## src/rtl/psram_pkg.sv

```systemverilog
// Shared PSRAM definitions: opcodes, SPI phase width and the init sequencer state type.
package psram_pkg;

    localparam logic [7:0] CMD_RSTEN  = 8'h66;
    localparam logic [7:0] CMD_RST    = 8'h99;
    localparam logic [7:0] CMD_QREAD  = 8'hEB;
    localparam logic [7:0] CMD_QWRITE = 8'h38;

    // 16 phases per byte: 8 bits, 2 HCLK per bit
    localparam int unsigned PHASE_W = 4;

    typedef enum logic [1:0] {
        ST_POR  = 2'd0,
        ST_CMD  = 2'd1,
        ST_GAP  = 2'd2,
        ST_DONE = 2'd3
    } init_state_e;

endpackage

```

## src/rtl/psram_spi_byte_tx.sv

```systemverilog
// Single-line SPI mode-0 byte transmitter, MSB first, 2 clk per bit, registered sck/sdo.
module psram_spi_byte_tx
    import psram_pkg::*;
(
    input  logic       clk,
    input  logic       rst_n,
    input  logic       start,
    input  logic [7:0] tx_byte,
    output logic       sck,
    output logic       sdo,
    output logic       done
);

    localparam logic [PHASE_W-1:0] PHASE_LAST = PHASE_W'(15);

    logic [PHASE_W-1:0] phase_q, phase_d;
    logic               active_q, active_d;
    logic [7:0]         byte_q, byte_d;
    logic               sck_q, sck_d;
    logic               sdo_q, sdo_d;
    logic               done_q, done_d;
    logic [2:0]         bit_idx;

    // Phase sequencing; pin values computed from the phase being entered so they are registered
    always_comb begin
        phase_d  = phase_q;
        active_d = active_q;
        byte_d   = byte_q;
        sck_d    = 1'b0;
        sdo_d    = 1'b0;
        done_d   = 1'b0;
        bit_idx  = 3'(3'd7 - phase_q[3:1]);
        if (start) begin
            active_d = 1'b1;
            phase_d  = '0;
            byte_d   = tx_byte;
        end else if (active_q) begin
            if (phase_q == PHASE_LAST) begin
                active_d = 1'b0;
            end else begin
                phase_d = phase_q + PHASE_W'(1);
            end
        end
        if (active_d) begin
            bit_idx = 3'(3'd7 - phase_d[3:1]);
            sck_d   = phase_d[0];
            sdo_d   = byte_d[bit_idx];
            done_d  = (phase_d == PHASE_LAST);
        end
    end

    // Transmitter state and pin registers
    always_ff @(posedge clk or negedge rst_n) begin
        if (!rst_n) begin
            phase_q  <= '0;
            active_q <= 1'b0;
            byte_q   <= '0;
            sck_q    <= 1'b0;
            sdo_q    <= 1'b0;
            done_q   <= 1'b0;
        end else begin
            phase_q  <= phase_d;
            active_q <= active_d;
            byte_q   <= byte_d;
            sck_q    <= sck_d;
            sdo_q    <= sdo_d;
            done_q   <= done_d;
        end
    end

    assign sck  = sck_q;
    assign sdo  = sdo_q;
    assign done = done_q;

endmodule

```

## src/rtl/psram_init_seq.sv

```systemverilog
// PSRAM power-up sequencer: POR wait, Reset-Enable + Reset commands, then hands pads to controller.
module psram_init_seq
    import psram_pkg::*;
#(
    parameter int unsigned POR_WAIT = 7500,
    parameter int unsigned CE_GAP   = 4
) (
    input  logic       HCLK,
    input  logic       HRESETn,
    input  logic       reinit,
    input  logic       ctrl_sck,
    input  logic       ctrl_ce_n,
    input  logic [3:0] ctrl_dout,
    input  logic [3:0] ctrl_douten,
    output logic       ready,
    output logic       busy,
    output logic       sck,
    output logic       ce_n,
    output logic [3:0] dout,
    output logic [3:0] douten
);

    localparam int unsigned POR_W = $clog2(POR_WAIT + 1);
    localparam int unsigned GAP_W = $clog2(CE_GAP + 1);

    init_state_e      state_q, state_d;
    logic [POR_W-1:0] por_cnt_q, por_cnt_d;
    logic [GAP_W-1:0] gap_cnt_q, gap_cnt_d;
    logic             idx_q, idx_d;
    logic             ce_n_q, ce_n_d;
    logic [3:0]       douten_q, douten_d;
    logic             ready_q, ready_d;
    logic             busy_q, busy_d;

    logic             tx_start;
    logic [7:0]       tx_byte;
    logic             tx_sck;
    logic             tx_sdo;
    logic             tx_done;

    psram_spi_byte_tx u_tx (
        .clk     (HCLK),
        .rst_n   (HRESETn),
        .start   (tx_start),
        .tx_byte (tx_byte),
        .sck     (tx_sck),
        .sdo     (tx_sdo),
        .done    (tx_done)
    );

    // State, counters and registered pin/status values
    always_ff @(posedge HCLK or negedge HRESETn) begin
        if (!HRESETn) begin
            state_q   <= ST_POR;
            por_cnt_q <= POR_W'(POR_WAIT);
            gap_cnt_q <= '0;
            idx_q     <= 1'b0;
            ce_n_q    <= 1'b1;
            douten_q  <= '0;
            ready_q   <= 1'b0;
            busy_q    <= 1'b0;
        end else begin
            state_q   <= state_d;
            por_cnt_q <= por_cnt_d;
            gap_cnt_q <= gap_cnt_d;
            idx_q     <= idx_d;
            ce_n_q    <= ce_n_d;
            douten_q  <= douten_d;
            ready_q   <= ready_d;
            busy_q    <= busy_d;
        end
    end

    // Next state; a byte transfer is launched on every entry into CMD
    always_comb begin
        state_d   = state_q;
        por_cnt_d = por_cnt_q;
        gap_cnt_d = gap_cnt_q;
        idx_d     = idx_q;
        tx_start  = 1'b0;
        case (state_q)
            ST_POR: begin
                if (por_cnt_q == '0) begin
                    state_d  = ST_CMD;
                    idx_d    = 1'b0;
                    tx_start = 1'b1;
                end else begin
                    por_cnt_d = por_cnt_q - POR_W'(1);
                end
            end
            ST_CMD: begin
                if (tx_done) begin
                    state_d   = ST_GAP;
                    gap_cnt_d = GAP_W'(CE_GAP - 1);
                end
            end
            ST_GAP: begin
                if (gap_cnt_q == '0) begin
                    if (!idx_q) begin
                        state_d  = ST_CMD;
                        idx_d    = 1'b1;
                        tx_start = 1'b1;
                    end else begin
                        state_d = ST_DONE;
                    end
                end else begin
                    gap_cnt_d = gap_cnt_q - GAP_W'(1);
                end
            end
            ST_DONE: begin
                if (reinit) begin
                    state_d  = ST_CMD;
                    idx_d    = 1'b0;
                    tx_start = 1'b1;
                end
            end
            default: state_d = ST_POR;
        endcase
        tx_byte = idx_d ? CMD_RST : CMD_RSTEN;
    end

    // Pin and status values for the state being entered
    always_comb begin
        ce_n_d   = 1'b1;
        douten_d = 4'b0000;
        ready_d  = 1'b0;
        busy_d   = 1'b0;
        case (state_d)
            ST_CMD: begin
                ce_n_d   = 1'b0;
                douten_d = 4'b0001;
                busy_d   = 1'b1;
            end
            ST_GAP:  busy_d  = 1'b1;
            ST_DONE: ready_d = 1'b1;
            default: ;
        endcase
    end

    // Pad mux: controller owns the pins once the sequence is complete
    assign sck    = ready_q ? ctrl_sck    : tx_sck;
    assign ce_n   = ready_q ? ctrl_ce_n   : ce_n_q;
    assign dout   = ready_q ? ctrl_dout   : {3'b000, tx_sdo};
    assign douten = ready_q ? ctrl_douten : douten_q;
    assign ready  = ready_q;
    assign busy   = busy_q;

endmodule
```

## config.mk

```make
export PLATFORM = sky130hd
export DESIGN_NAME = psram_init_seq
export DESIGN_NICKNAME = d
export VERILOG_FILES = /design/src/rtl/psram_pkg.sv /design/src/rtl/psram_spi_byte_tx.sv /design/src/rtl/psram_init_seq.sv
export SDC_FILE = /design/constraint.sdc
export NUM_CORES = 1
export LEC_CHECK = 0
export CORE_ASPECT_RATIO = 0.5
export CORE_MARGIN = 1
export CORE_UTILIZATION = 30
export DETAILED_ROUTE_END_ITERATION = 8
export DONT_BUFFER_PORTS = 1
export SYNTH_ARGS = -nofsm -noshare
export SYNTH_HDL_FRONTEND = slang
export SYNTH_SLANG_ARGS = --single-unit
```

## constraint.sdc

```tcl
create_clock -name HCLK -period 2.1 [get_ports HCLK]
set_input_delay 0.42 -clock HCLK [delete_from_list [all_inputs] [get_ports HCLK]]
set_output_delay 0.42 -clock HCLK [all_outputs]
set_load 0.01 [all_outputs]
```

==> flow_summary.yaml <==
timing:
  skew_ns: 0.007693
  rsz0062_at_grt: "true"
  worst_pin_slew_ns: 0.3634
  setup_violations: 1
  fin_ws_ns: -0.02676
  finalCritPeriodShare_pct: 101.3
  maxSlewViolCount: 0
  hold_viol: 0
  fmax_ghz: 0.4702
  period_minus_slack_ns: 2.127
  tns_ns: -0.02676
  slew_headroom_pct: 75.43
critical_path:
  crit_path_start_kind: "flip-flop"
  crit_path_end_kind: "flip-flop"
  required_ns: 2.27
  crit_path_max_incr_delay_ns: 0.45
  crit_arrival_ns: 2.30
  cp_max_fo: 4
  crit_type: "reg -> reg"
  critical-path-slowest-cell: "or4b_4"
  r2r_cells: 7
  path_cells: "inv_2 -> ha_1 -> or4b_4 -> or3_4 -> o311a_1 -> o2bb2ai_2 -> o32ai_2"
die:
  coreArea_sq_um: 6206
  pin_count: 25
  die_x_um: 116.8
  die_h_um: 59.42
  die-area_sq_um: 6942
  placementRows: 20
  start_util_pct: 31.87
placed_design:
  dp.cells: 283
  post_dp_cell_area_sq_um: 2181
  hpwlAfterDp_um: 2709
  globalplace.congestion: 0.8840
  io_buffers: 0
final_layout:
  final_common_cell: "dfrtp_1"
  synthToLayoutAreaGrowth_pct: 21.70
  fin_nets: 227
  layout_common_cells: "31 x dfrtp_1, 22 x nor2_1, 18 x buf_4"
  fin_area_sq_um: 2407
  drive_gt1_share_pct: 26.44
  fin_util_pct: 38.79
  final_cells: 296
  n_antenna_cell: 0
status:
  status: "finished with violations"
  violations: "setup timing"
routing:
  routedWlPerCell_um: 12.67
  postRouteAntennaNets: 0
  drt_iter0_drc: 83
  drc: 0
  vias: 1392
  dr.pass1.iters: 4
  finalWirelength_um: 3750
  via_per_inst: 4.703
clock_tree:
  htreeDepth: 2
  cts_tree: "yes"
  root_buffer: "clkbuf_16"
  cts_buffer_depth: 2
  path_clk_slew_ns: 0.06
  clk_latency_ns: 0.29
  cts.sinks: 39
  cts_made_buffers: 5
synth:
  ys_seq_area_share_pct: 49.84
  synth.yosys.warnings: 0
  yosysTopAreaCellShare_pct: 39.22
  synth.ff_latch_count: 39
  yosys.cell_types.count: 44
  synth.avg_cell_area_sq_um: 10.64
  synth.area.top_cells: "dfrtp_1 39%, dfstp_2 11%, ha_1 4.4%, nor2_1 4.2%, xnor2_1 3.5%"
  postSynthCellCount: 186
  synth_top_area_cell: "dfrtp_1"
  syn_area_sq_um: 1978
  synthesis.nets: 206
global_route:
  grt_pass1_vias: 1398
  grt_max_degree: 40
  grt_overflow: 0
  antenna_found_initial: 0
  grt_pass1_wl_um: 6486
  grtUsageTotal_pct: 12.80
power_and_ir_drop:
  p_sw_uw: 981.2
  p_per_area_nw_per_um2: 1174
  switching_share_pct: 34.73
  vdd_drop_max_mv: 0.3710
  p_int_mw: 1.844
  power_frac_comb_pct: 36.0
  power_leakage_nw: 1.101
  power.share.clock_pct: 26.6
  pwr-share-seq_pct: 37.3
job:
  drv_cap: 0
worst_hold_path:
  min_path_type: "in -> reg"
  min_path_cells: 3
-- power groups by stage --
stage               registers (mW)  clock network, mW  logic [mW]
floorplan                     1.02                  0       0.732
finish                        1.05              0.752        1.02
CTS                           1.06              0.773        1.02
global placement              1.06                  0       0.914
detailed placement            1.07                  0       0.944
global route                  1.08              0.814        1.14
-- layout make-up --
class                   count  area (sq um)
well taps                  88         110.1
clock buffers               5         125.1
inverters                  12         45.04
clock inverters             3         23.77
multi-input cells         129         952.2
flip-flops and latches     39         985.9
fillers                   611          3799
repair buffers             20         165.2
-- cell usage after synthesis (all sizes together) --
cell type,instances
a211oi,3
a21boi,2
a21o,5
a21oi,7
a32o,1
and2,8
and3,3
and3b,1
buf,2
clkbuf,4
dfrtp,31
dfstp,8
ha,7
inv,12
mux2,4
mux2i,2
mux4,1
nand2,11
nand2b,3
nand3,3
nand4,1
nand4b,1
nor2,22
nor2b,2
nor3,5
nor4,3
nor4b,2
o21ai,5
o221ai,2
o2bb2ai,1
o311a,1
o31a,3
o31ai,1
o32ai,1
o41ai,1
or2,1
or3,1
or4,2
or4b,1
xnor2,8
xor2,4
-- path summary, 6_finish.rpt --
check                        startpoint             to  slack [ns]
setup / recovery           por_cnt_q[0]       u_tx.sdo       -0.03
hold / removal                   reinit          idx_q        0.44
setup reg to reg           por_cnt_q[0]       u_tx.sdo       -0.03
hold reg to reg            por_cnt_q[7]   por_cnt_q[7]        0.47
max in group asynchronous       HRESETn  por_cnt_q[11]        1.26
min in group asynchronous       HRESETn     state_q[0]        0.59
-- logic make-up after synthesis --
family / synth area share (%)
mux: 4.427
simple gates: 19.29
compound gates: 13.16
flops: 49.84
xor+xnor: 5.313
fa+ha+maj: 4.427
buf+inv: 3.542
-- registers in the layout (all words and copies together), names as in the netlist --
signal and cells:
u_tx.byte_q 8, ce_n_q 1, state_q 2, douten_q 1
u_tx.sck 1, ready 1, u_tx.active_q 1, u_tx.phase_q 4
u_tx.sdo 1, idx_q 1, gap_cnt_q 3, por_cnt_q 13
u_tx.done 1, busy 1
-- through the flow --
step | total power [mW] | hold WS, ns | setup WS, ns
after floorplan | 1.755 | 0.1244 | 0.009919
after global placement | 1.977 | 0.1274 | 0.005896
after detailed placement | 2.012 | 0.1269 | -0.04077
after CTS | 2.845 | 0.4287 | -0.04615
after global routing | 3.029 | 0.4644 | -0.08422
final | 2.826 | 0.4360 | -0.02676
-- layer usage --
layer	wire length, um	share of wire (%)	vias up	track usage (%)
met1	1797	48	666	15.20
li1	-	-	694	-
met4	82	2.2	0	6.691
met3	154	4.1	7	5.010
met5	0	0	-	0
met2	1715	46	25	20.37
-- critical path, delay by kind of cell, from the launching register on --
| kind | cells | cell delay, ns |
|---|---|---|
| and+or+nand+nor | 2 | 0.87 |
| AOI/OAI and AO/OA | 3 | 0.57 |
| adders and majority gates | 1 | 0.12 |
| DFF | 1 | 0.38 |
| buffers and inverters | 1 | 0.06 |
-- timing repair --
| action | CTS | global route |
|---|---|---|
| setup buffers | 1 | 2 |
| pin swaps | 7 | 2 |
| hold buffers | 2 | 0 |
| setup endpoints to repair | 5 | 10 |
| resized for setup | 3 | 2 |
| hold endpoints to repair | 39 | 0 |
No activity file was read; power rests on OpenSTA's default activity.
